$ cat config.mk
export PLATFORM = sky130hd
export DESIGN_NAME = loop_counter
export DESIGN_NICKNAME = d
export VERILOG_FILES = /design/src/rtl/loop_counter.sv
export SDC_FILE = /design/constraint.sdc
export NUM_CORES = 1
export LEC_CHECK = 0
export ABC_AREA = 1
export BUFFER_PORTS_ARGS = -buffer_cell sky130_fd_sc_hd__buf_4
export CAP_MARGIN = 0
export CORE_UTILIZATION = 55
export CTS_BUF_LIST = sky130_fd_sc_hd__clkbuf_4 sky130_fd_sc_hd__clkbuf_8 sky130_fd_sc_hd__clkbuf_16
export CTS_CLUSTER_SIZE = 20
export DETAILED_ROUTE_END_ITERATION = 6
export PLACE_DENSITY = 0.83
export SYNTH_ARGS = -nofsm -noshare
export SYNTH_HDL_FRONTEND = slang
export SYNTH_SLANG_ARGS = --single-unit
$ cat constraint.sdc
create_clock -name clk -period 2.8 [get_ports clk]
set_input_delay 0.42 -clock clk [delete_from_list [all_inputs] [get_ports clk]]
set_output_delay 0.42 -clock clk [all_outputs]
set_load 0.02 [all_outputs]
$ cat src/rtl/loop_counter.sv
// loop_counter: bounded multi-pass up/down counter with pause and abort
module loop_counter #(
  parameter int WIDTH  = 4,
  parameter int PASS_W = 4
) (
  input  logic              clk,
  input  logic              rst_n,
  input  logic              start,
  input  logic              abort,
  input  logic              pause,
  input  logic              down,
  input  logic [WIDTH-1:0]  limit,
  input  logic [WIDTH-1:0]  step,
  input  logic [PASS_W-1:0] passes,
  output logic [WIDTH-1:0]  count,
  output logic [PASS_W-1:0] pass_idx,
  output logic              busy,
  output logic              wrap,
  output logic              done
);
  localparam logic [1:0] IDLE = 2'd0;
  localparam logic [1:0] RUN  = 2'd1;
  localparam logic [1:0] DONE = 2'd2;
  logic [1:0]        state_q, state_d;
  logic [WIDTH-1:0]  count_q, count_d, lim_q, lim_d, step_q, step_d;
  logic [PASS_W-1:0] pass_q, pass_d, last_q, last_d;
  logic              down_q, down_d, wrap_q, wrap_d, done_q, done_d;
  logic [WIDTH:0]    sum;
  logic [WIDTH-1:0]  up_next, dn_next, start_val;
  logic              at_term;
  // Step arithmetic: up sum is one bit wider so saturation at limit never wraps
  always_comb begin
    sum       = {1'b0, count_q} + {1'b0, step_q};
    up_next   = (sum > {1'b0, lim_q}) ? lim_q : sum[WIDTH-1:0];
    dn_next   = (count_q >= step_q) ? count_q - step_q : '0;
    start_val = down_q ? lim_q : '0;
    at_term   = down_q ? (count_q == '0) : (count_q == lim_q);
  end
  // Next-state logic: abort first, then per-state behaviour
  always_comb begin
    state_d = state_q;
    count_d = count_q;
    pass_d  = pass_q;
    lim_d   = lim_q;
    step_d  = step_q;
    down_d  = down_q;
    last_d  = last_q;
    wrap_d  = 1'b0;
    done_d  = 1'b0;
    if (abort) begin
      state_d = IDLE;
      count_d = '0;
      pass_d  = '0;
    end else if (state_q == IDLE) begin
      if (start) begin
        lim_d   = limit;
        step_d  = (step == '0) ? WIDTH'(1) : step;
        down_d  = down;
        last_d  = (passes == '0) ? '0 : passes - PASS_W'(1);
        count_d = down ? limit : '0;
        pass_d  = '0;
        state_d = RUN;
      end
    end else if (state_q != RUN) begin
      state_d = IDLE;
    end else if (!pause) begin
      if (!at_term) begin
        count_d = down_q ? dn_next : up_next;
      end else if (pass_q == last_q) begin
        state_d = DONE;
        done_d  = 1'b1;
      end else begin
        pass_d  = pass_q + PASS_W'(1);
        count_d = start_val;
        wrap_d  = 1'b1;
      end
    end
  end
  // State registers with asynchronous clear
  always_ff @(posedge clk or negedge rst_n) begin
    if (!rst_n) begin
      state_q <= IDLE;
      count_q <= '0;
      pass_q  <= '0;
      lim_q   <= '0;
      step_q  <= WIDTH'(1);
      down_q  <= 1'b0;
      last_q  <= '0;
      wrap_q  <= 1'b0;
      done_q  <= 1'b0;
    end else begin
      state_q <= state_d;
      count_q <= count_d;
      pass_q  <= pass_d;
      lim_q   <= lim_d;
      step_q  <= step_d;
      down_q  <= down_d;
      last_q  <= last_d;
      wrap_q  <= wrap_d;
      done_q  <= done_d;
    end
  end
  assign count    = count_q;
  assign pass_idx = pass_q;
  assign busy     = (state_q == RUN);
  assign wrap     = wrap_q;
  assign done     = done_q;
endmodule

Word level (Yosys, flattened, before mapping)
Index checks and enable logic that the tools add are counted.
{"block": "op_classes", "bitwise_logic": 1, "addsub": 4, "n_eq_ne": 10, "mux": 41, "n_reduce_logical": 11, "order_cmp": 2}
{"op": "2-to-1 mux 4 bit", "n": 21}
{"op": "2-to-1 mux 2 bit", "n": 7}
{"op": "2-to-1 mux 1 bit", "n": 13}
{"op": "logical NOT 4 bit", "n": 3}
{"op": "!= test 3 bit, second input constant", "n": 3}
{"op": "== test 4 bit", "n": 2}
{"op": "AND reduction 4 bit", "n": 2}
{"op": "nonzero test 4 bit", "n": 2}
{"op": "adder 4 x 4 -> 5 bit", "n": 1}
{"op": "> comparator 5 x 4 -> 1 bit", "n": 1}
{"op": "AND reduction 5 bit", "n": 1}
{"op": "adder 4 x 1 -> 4 bit, second input constant", "n": 1}
{"op": "greater-or-equal comparator 4 bit", "n": 1}
{"op": "!= test 4 x 2 -> 1 bit, second input constant", "n": 1}
{"op": "!= test 4 bit, second input constant", "n": 1}
{"op": "subtractor 4 x 1 -> 4 bit, second input constant", "n": 1}
{"op": "subtractor 4 bit", "n": 1}
{"op": "!= test 3 x 2 -> 1 bit, second input constant", "n": 1}
{"op": "AND reduction 3 bit", "n": 1}
{"op": "nonzero test 3 bit", "n": 1}
{"op": "== test 2 x 1 -> 1 bit, second input constant", "n": 1}
{"op": "logical NOT 2 bit", "n": 1}
{"op": "!= test 2 x 1 -> 1 bit, second input constant", "n": 1}
{"op": "NOT 1 bit", "n": 1}
{"block": "word_totals", "regBits": 25, "input_bits": 18, "output_inout_bits": 11}

Logic depth before layout (Yosys ltp)
Gate-level depths: netlist of the first run.
{"block": "logic_depth", "word_depth": 9, "ltp_mapped": 23, "ltp_nobuf": 22}

Worst setup path before layout of the first run
Ideal clock, no wire load.
{"block": "synth_timing", "kind": "flip-flop to flip-flop", "from": "register count_q[1], in the netlist count[1]", "to": "register count_q[3], in the netlist count[3]", "arrival_ns": 2.507, "n_path_buf": 0, "slack_ns": 0.177, "t_required_ns": 2.683, "stages_incl_launch_ff": 20, "setup_time_ns": 0.117, "synth_period_minus_slack_ns": 2.623, "cell_sequence": "dfrtp_1 inv_1 fa_1 or2_1 nand2_1 inv_1 ha_1 nand2_1 nor2_1 nor2_1 nand2_1 nand2_1 nand2_1 nand2_1 nand3_1 nand2_1 nand2_1 nand2_1 nand2_1 nand2_1"}
{"block": "synth_via", "elab_chain_len": 9}
{"element": "start, declared", "line_no": "25", "text": "logic [WIDTH-1:0] count_q, count_d, lim_q, lim_d, step_q, step_d;"}
{"element": "start signal, assigned", "line_no": "93", "text": "count_q <= count_d;"}
{"element": "adder 4 x 4 -> 5 bit", "line_no": "33", "text": "sum = {1'b0, count_q} + {1'b0, step_q};"}
{"element": "> comparator 5 x 4 -> 1 bit", "line_no": "34", "text": "up_next = (sum > {1'b0, lim_q}) ? lim_q : sum[WIDTH-1:0];"}
{"element": "2-to-1 mux 4 bit", "line_no": "34"}
{"element": "2-to-1 mux 4 bit", "line_no": "68", "text": "count_d = down_q ? dn_next : up_next;"}
{"element": "2-to-1 mux 4 bit", "line_no": "67", "text": "if (!at_term) begin"}
{"element": "2-to-1 mux 4 bit", "line_no": "66", "text": "end else if (!pause) begin"}
{"element": "2-to-1 mux 4 bit", "line_no": "64", "text": "end else if (state_q != RUN) begin"}
{"element": "2-to-1 mux 4 bit", "line_no": "54", "text": "end else if (state_q == IDLE) begin"}
{"element": "2-to-1 mux 4 bit", "line_no": "50", "text": "if (abort) begin"}
Several ways; a longest one is shown, not always the timed one. The select of a mux whose other input is x is not followed.
A chain may end at the register's enable or synchronous reset.

Worst setup path after layout of the first run
{"block": "layout_timing", "from": "register step_q[0]", "to": "register count_q[3], in the netlist count[3]"}
{"block": "layout_via", "elab_chain_len": 9}
{"element": "start, declared", "line_no": "25"}
{"element": "start signal, assigned", "line_no": "96", "text": "step_q <= step_d;"}
{"element": "adder 4 x 4 -> 5 bit", "line_no": "33"}
{"element": "> comparator 5 x 4 -> 1 bit", "line_no": "34"}
{"element": "2-to-1 mux 4 bit", "line_no": "34"}
{"element": "2-to-1 mux 4 bit (*)", "line_no": "68"}
{"element": "2-to-1 mux 4 bit (*)", "line_no": "67"}
{"element": "2-to-1 mux 4 bit (*)", "line_no": "66"}
{"element": "2-to-1 mux 4 bit (*)", "line_no": "64"}
{"element": "2-to-1 mux 4 bit (*)", "line_no": "54"}
{"element": "2-to-1 mux 4 bit (*)", "line_no": "50"}
Mark *: on every way between the ends. The rest lies on a longest branch, timed or not. The select of a mux whose other input is x is not followed.

==> results.json, run 1 <==
{
  "cts_tree": "built",
  "critical_path.startpoint_type": "flop",
  "clk_latency_ps": 320,
  "slowest_stage": "dfstp_2",
  "first_global_vias": 1611,
  "grt_max_degree": 26,
  "synthCells": 266,
  "clkSinkCount": 25,
  "die_h_um": 60.5,
  "antenna_found_initial": 0,
  "max_freq_mhz": 374,
  "drtPass1Iterations": 4,
  "slew_headroom": 0.766,
  "tightestPinTransition_ps": 351,
  "yosysSeqAreaShare": 0.334,
  "place_area_um2": 2160,
  "fin_crit_sh": 0.955,
  "design_area_um2": 2290,
  "synth_nets": 299,
  "rsz0062_at_grt": "true",
  "yosysWarnings": 0,
  "powerDensity_nw_per_um2": 743,
  "cp_common_cell": "nand2_1",
  "finalWorstSetupSlack_ps": 126,
  "endpoint_kind": "flop",
  "drv_cap": 0,
  "areaGrowthSynthToFinish_pct": 21.8,
  "slowest_delay_ps": 580,
  "io_pins": 29,
  "worst-path-max-fanout": 5,
  "die_x_um": 60.5,
  "clk_pin_slew_ps": 130,
  "status": "complete, no violations",
  "synth_area_leaders": "dfrtp_1 32%, nand2_1 12%, inv_1 9.0%",
  "avgSynthCellArea_um2": 7.07,
  "ir_drop_uv": 409,
  "yosysTopAreaCell": "dfrtp_1",
  "ant_nets": 0,
  "final_util": 0.726,
  "root_buffer": "clkbuf_4",
  "core_region_area_um2": 3150,
  "setup_viol": 0,
  "num-fill-cells": 273,
  "nNetsFinal": 338,
  "synth-seq-cells": 25,
  "cts_max_path_buffers": 2,
  "synth_top_area_frac": 0.320,
  "io_buffers": 28,
  "critPathKind": "flop to flop",
  "cts-buffers-inserted": 3,
  "finalWeightedCongestion": 0.878,
  "die-area_um2": 3650,
  "diodes": 0,
  "cts_max_level": 1,
  "final-max-slew-violation-count": 0,
  "cp.required_ps": 3030,
  "fin_setup_tns_ps": 0,
  "hold_slack_ps": 265,
  "pre_cts_slack_ps": -6.03,
  "hold_path_class": "input port to flop",
  "finalHoldViolCount": 0,
  "routed_wl_mm": 4.17,
  "drc": 0,
  "min_period_ps": 2670,
  "finalClockSkew_ps": 2.62,
  "place.detailed.hpwl_mm": 3.22,
  "crit_chain": "ha_4, inv_2, fa_2, or2_1, nand2_2, inv_2, ha_4, nand2_2, nor2_2, nor2_1, nand2_1, nand2_2, nand2_2, nand2_1, nand3_1, nand2_1, nand2_1, nand2_1, nand2_1, nand2_1",
  "leakagePower_uw": 0.00123,
  "avgRoutedWirePerCell_um": 12.0,
  "grt_first_pass_wirelength_mm": 6.94,
  "avgViaCountPerCell": 5.14,
  "rows": 20,
  "drive_gt1_frac": 0.243,
  "syn_area_um2": 1880,
  "synth_cell_types": 31,
  "drtIter0Drc": 61,
  "start_util": 0.596,
  "grt_usage": 0.250,
  "grt_overflow_total": 0,
  "arrival_ps": 2900,
  "vias": 1787
}
-- power by group --
group / switching [uW] / internal, uW
logic: 608 / 430
registers: 70.7 / 423
clock network: 104 / 65.5
total: 783 / 918
-- worst max-delay path, delay by kind of cell, from the launching register on --
kind          cells  cell delay (ps)
simple gates     15             1150
fa+ha+maj         3              750
flops             1              580
buf+inv           2               90
-- synthesized netlist by cell type --
cell type	count
a21oi_1	7
o21ai_0	25
dfrtp_1	24
xor2_1	5
nor2_1	24
ha_1	13
nor2_4	1
nand3_2	2
a31oi_1	2
inv_4	1
nand2_2	2
buf_2	1
o21ai_2	2
nand2_1	59
clkbuf_1	2
inv_2	3
buf_6	1
inv_1	45
nor3_2	1
dfstp_2	1
or2_2	1
or2_1	1
nor2_2	4
xnor2_1	2
a31o_2	1
nor3_1	5
nand4_1	4
nand3_1	21
o21ai_1	3
fa_1	2
or3_1	1
-- what timing repair did --
action / CTS / global route
buffers inserted: 0 / 4
hold endpoints to repair: 24 / 0
gates resized for setup: 1 / 15
endpoints found under the setup margin: 4 / 4
pin swaps: 0 / 12
hold buffers: 1 / 0
-- kinds of logic after synthesis --
logic type,Yosys count,synth area share
simple gates,126,0.300
flops,25,0.334
fa+ha+maj,15,0.108
xor+xnor,7,0.0326
compound gates,40,0.114
buf+inv,53,0.112
-- final timing paths --
path                           start   endpoint  slack [ps]  cells past startpoint
setup / recovery           step_q[0]   count[3]         130                     20
hold / removal                 pause       wrap         260                      2
setup reg to reg           step_q[0]   count[3]         130                     20
hold reg to reg             lim_q[2]   lim_q[2]         510                      2
max in group asynchronous      rst_n  step_q[0]        1970                      2
min in group asynchronous      rst_n   lim_q[0]         550                      2
-- flip-flops by register name (all words and copies together) (netlist names) --
| signal | count |
|---|---|
| lim_q | 4 |
| wrap | 1 |
| pass_idx | 4 |
| step_q | 4 |
| state_q | 2 |
| down_q | 1 |
| done | 1 |
| count | 4 |
| last_q | 4 |
-- area by class of cell --
class / count / area, um^2 / share of cell area
clock buffer: 4 / 30.0 / 0.0131
inverter: 49 / 186 / 0.0815
multi-input combinational: 188 / 1100 / 0.482
sequential: 25 / 627 / 0.274
tap: 44 / 55.1 / 0.0241
timing repair buffer: 38 / 288 / 0.126
-- through the flow --
step                      cells  power, uW
after floorplan             266       1180
after detailed placement    339       1410
after global routing        348       1860
after CTS                   344       1590
final                       348       1700
after global placement      339       1380
-- metal layers --
layer  GRT usage  vias to the layer above  wire, um
met2       0.413                       53      1930
met1       0.352                      807      1990
met3      0.0235                        9       164
met5           0                        -         0
li1            -                      918         -
met4      0.0714                        0        85
-- cell usage in the layout, fill, tap and decap left out --
| master | netlist | layout |
|---|---|---|
| fa_1 | 2 | 1 |
| xnor2_1 | 2 | 2 |
| nand3_1 | 21 | 21 |
| or3_1 | 1 | 1 |
| inv_2 | 3 | 6 |
| nand4_1 | 4 | 4 |
| ha_1 | 13 | 10 |
| xor2_1 | 5 | 5 |
| nor3_1 | 5 | 5 |
| dfstp_2 | 1 | 1 |
| ha_4 | 0 | 3 |
| fa_2 | 0 | 1 |
| dfrtp_1 | 24 | 24 |
| or2_2 | 1 | 1 |
| dlygate4sd3_1 | 0 | 1 |
| nand2_2 | 2 | 6 |
| a21oi_1 | 7 | 5 |
| a31oi_1 | 2 | 2 |
| inv_4 | 1 | 1 |
| nor2_4 | 1 | 1 |
| nor2_2 | 4 | 5 |
| nand3_2 | 2 | 2 |
| o21ai_1 | 3 | 3 |
| nand2_1 | 59 | 55 |
| o21ai_2 | 2 | 2 |
| nor3_2 | 1 | 1 |
| nor2_1 | 24 | 23 |
| a31o_2 | 1 | 1 |
| o21ai_0 | 25 | 25 |
| or2_1 | 1 | 1 |
| clkbuf_4 | 0 | 4 |
| buf_4 | 0 | 37 |
| inv_1 | 45 | 42 |
| a21oi_2 | 0 | 2 |
No activity file was read; power rests on OpenSTA's default activity.
==> inputs of run 2 (changes only) <==
==> constraint.sdc (replaced) <==
create_clock -name clk -period 2.9 [get_ports clk]
set_input_delay 0.435 -clock clk [delete_from_list [all_inputs] [get_ports clk]]
set_output_delay 0.435 -clock clk [all_outputs]
set_load 0.02 [all_outputs]
==> run 2 against run 1 <==
  * Sequential share of layout area grew 1.0 points
  * Final area shrank 3.7%
  * Setup slack gained 41 ps
  * Clock-buffer cell count shrank 1
  * Non-clock buffer count shrank 5
  * Die area is the same
  * Wire length shrank 5.8%
  * Via count shrank 3.2%
  * Cell count shrank 1.4%
  * Combinational power shrank 13%
  * Global-route usage shrank 0.71 points
  * Utilization shrank 2.7 points
  * Critical path type unchanged
  * Largest cell class unchanged
  * Largest power group unchanged
==> results.json, run 2 (synthesis gave the netlist of run 1 again) <==
{
  "num-fill-cells": 281,
  "place.detailed.hpwl_mm": 3.16,
  "antenna_found_initial": 0,
  "first_global_vias": 1552,
  "hold_depth": 2,
  "min_period_ps": 2730,
  "areaGrowthSynthToFinish_pct": 17.3,
  "drc": 0,
  "slew_headroom": 0.612,
  "cts_max_path_buffers": 2,
  "drtIter0Drc": 86,
  "drive_gt1_frac": 0.201,
  "cts_tree": "built",
  "max_freq_mhz": 366,
  "worst-path-max-fanout": 5,
  "final-max-slew-violation-count": 0,
  "cts-buffers-inserted": 3,
  "clk_latency_ps": 310,
  "status": "complete, no violations",
  "root_buffer": "clkbuf_4",
  "avgViaCountPerCell": 5.04,
  "endpoint_kind": "flop",
  "ir_drop_uv": 445,
  "fin_crit_sh": 0.942,
  "io_pins": 29,
  "layout_commonest_cell": "nand2_1",
  "die_h_um": 60.5,
  "tightestPinTransition_ps": 581,
  "drtPass1Iterations": 4,
  "leakagePower_uw": 0.00120,
  "powerDensity_nw_per_um2": 693,
  "critical_path.startpoint_type": "flop",
  "diodes": 0,
  "clk_pin_slew_ps": 130,
  "grt_overflow_total": 0,
  "hold_path_class": "input port to flop",
  "die-area_um2": 3650,
  "io_buffers": 28,
  "critPathKind": "flop to flop",
  "cts_max_level": 1,
  "arrival_ps": 2980,
  "final_util": 0.699,
  "finalClockSkew_ps": 7.95,
  "design_area_um2": 2200,
  "ant_nets": 0,
  "cp.required_ps": 3150,
  "start_util": 0.596,
  "power_uw": 1530,
  "place_area_um2": 2140,
  "mostFrequentLayoutCells": "58 x nand2_1, 45 x inv_1, 32 x buf_4, 25 x o21ai_0",
  "finalWeightedCongestion": 0.857,
  "avgRoutedWirePerCell_um": 11.5,
  "drv_cap": 0,
  "clkSinkCount": 25,
  "core_region_area_um2": 3150,
  "grt_first_pass_wirelength_mm": 6.64,
  "vias": 1730,
  "reg2reg_depth": 18,
  "routed_wl_mm": 3.93,
  "die_x_um": 60.5,
  "grt_usage": 0.243,
  "rows": 20,
  "setup_viol": 0,
  "finalHoldViolCount": 0,
  "grt_max_degree": 26,
  "nNetsFinal": 333
}
==> run 2: report_power, final <==
part	internal [uW]	switching (uW)	leakage, uW
combinational	360	548	0.000865
clock	51.5	99.5	0.0000177
sequential	409	60.8	0.000320
==> run 2: timing repair <==
item                                    4_1_cts  5_1_grt
setup buffers                                 0        1
endpoints found under the hold margin        14        0
endpoints found under the setup margin        0        4
gates resized for setup                       0        5
hold buffers                                  1        0
==> run 2: layout make-up <==
class,instances,area [um^2],share of cell area
Inverter,49,186,0.0846
Timing Repair Buffer,33,250,0.114
Clock inverter,1,5.00,0.00227
Clock buffer,3,22.5,0.0102
Multi-Input combinational cell,188,1060,0.480
Tap cell,44,55.1,0.0250
Sequential cell,25,627,0.284
==> run 2: path summary, 6_finish.rpt <==
path                       startpoint        end  slack [ps]
hold reg to reg             last_q[0]  last_q[0]         530
hold / removal                  pause       wrap         280
min in group asynchronous       rst_n  last_q[3]         540
setup / recovery            step_q[0]   count[1]         170
max in group asynchronous       rst_n  step_q[0]        2070
setup reg to reg            step_q[0]   count[1]         170
==> run 2: critical path: stages, from the launching register on <==
cell	delay (ps)
dfstp_2	550
ha_1	170
inv_1	60
fa_1	370
or2_1	250
nand2_1	80
inv_1	40
ha_1	310
nand2_1	70
nor2_1	40
nor2_1	80
nand2_1	60
nand2_2	90
nand2_1	100
nand2_1	70
nand3_1	60
nand3_1	60
nand2_1	90
a21oi_2	120
==> run 2: routing by layer <==
layer	up-vias	GRT usage	wire [um]
li1	912	-	-
met3	2	0.0256	136
met2	35	0.405	1830
met5	-	0	0
met1	781	0.350	1950
met4	0	0.0390	17
==> run 2: metrics by stage <==
stage | hold WS (ps) | worst slack (ps) | cells | setup TNS, ps
after detailed placement | 353 | 159 | 337 | 0
after CTS | 265 | 131 | 342 | 0
after floorplan | 139 | 277 | 266 | 0
final | 282 | 167 | 343 | 0
after global placement | 353 | 220 | 337 | 0
after global routing | 259 | -33.8 | 343 | -45.0
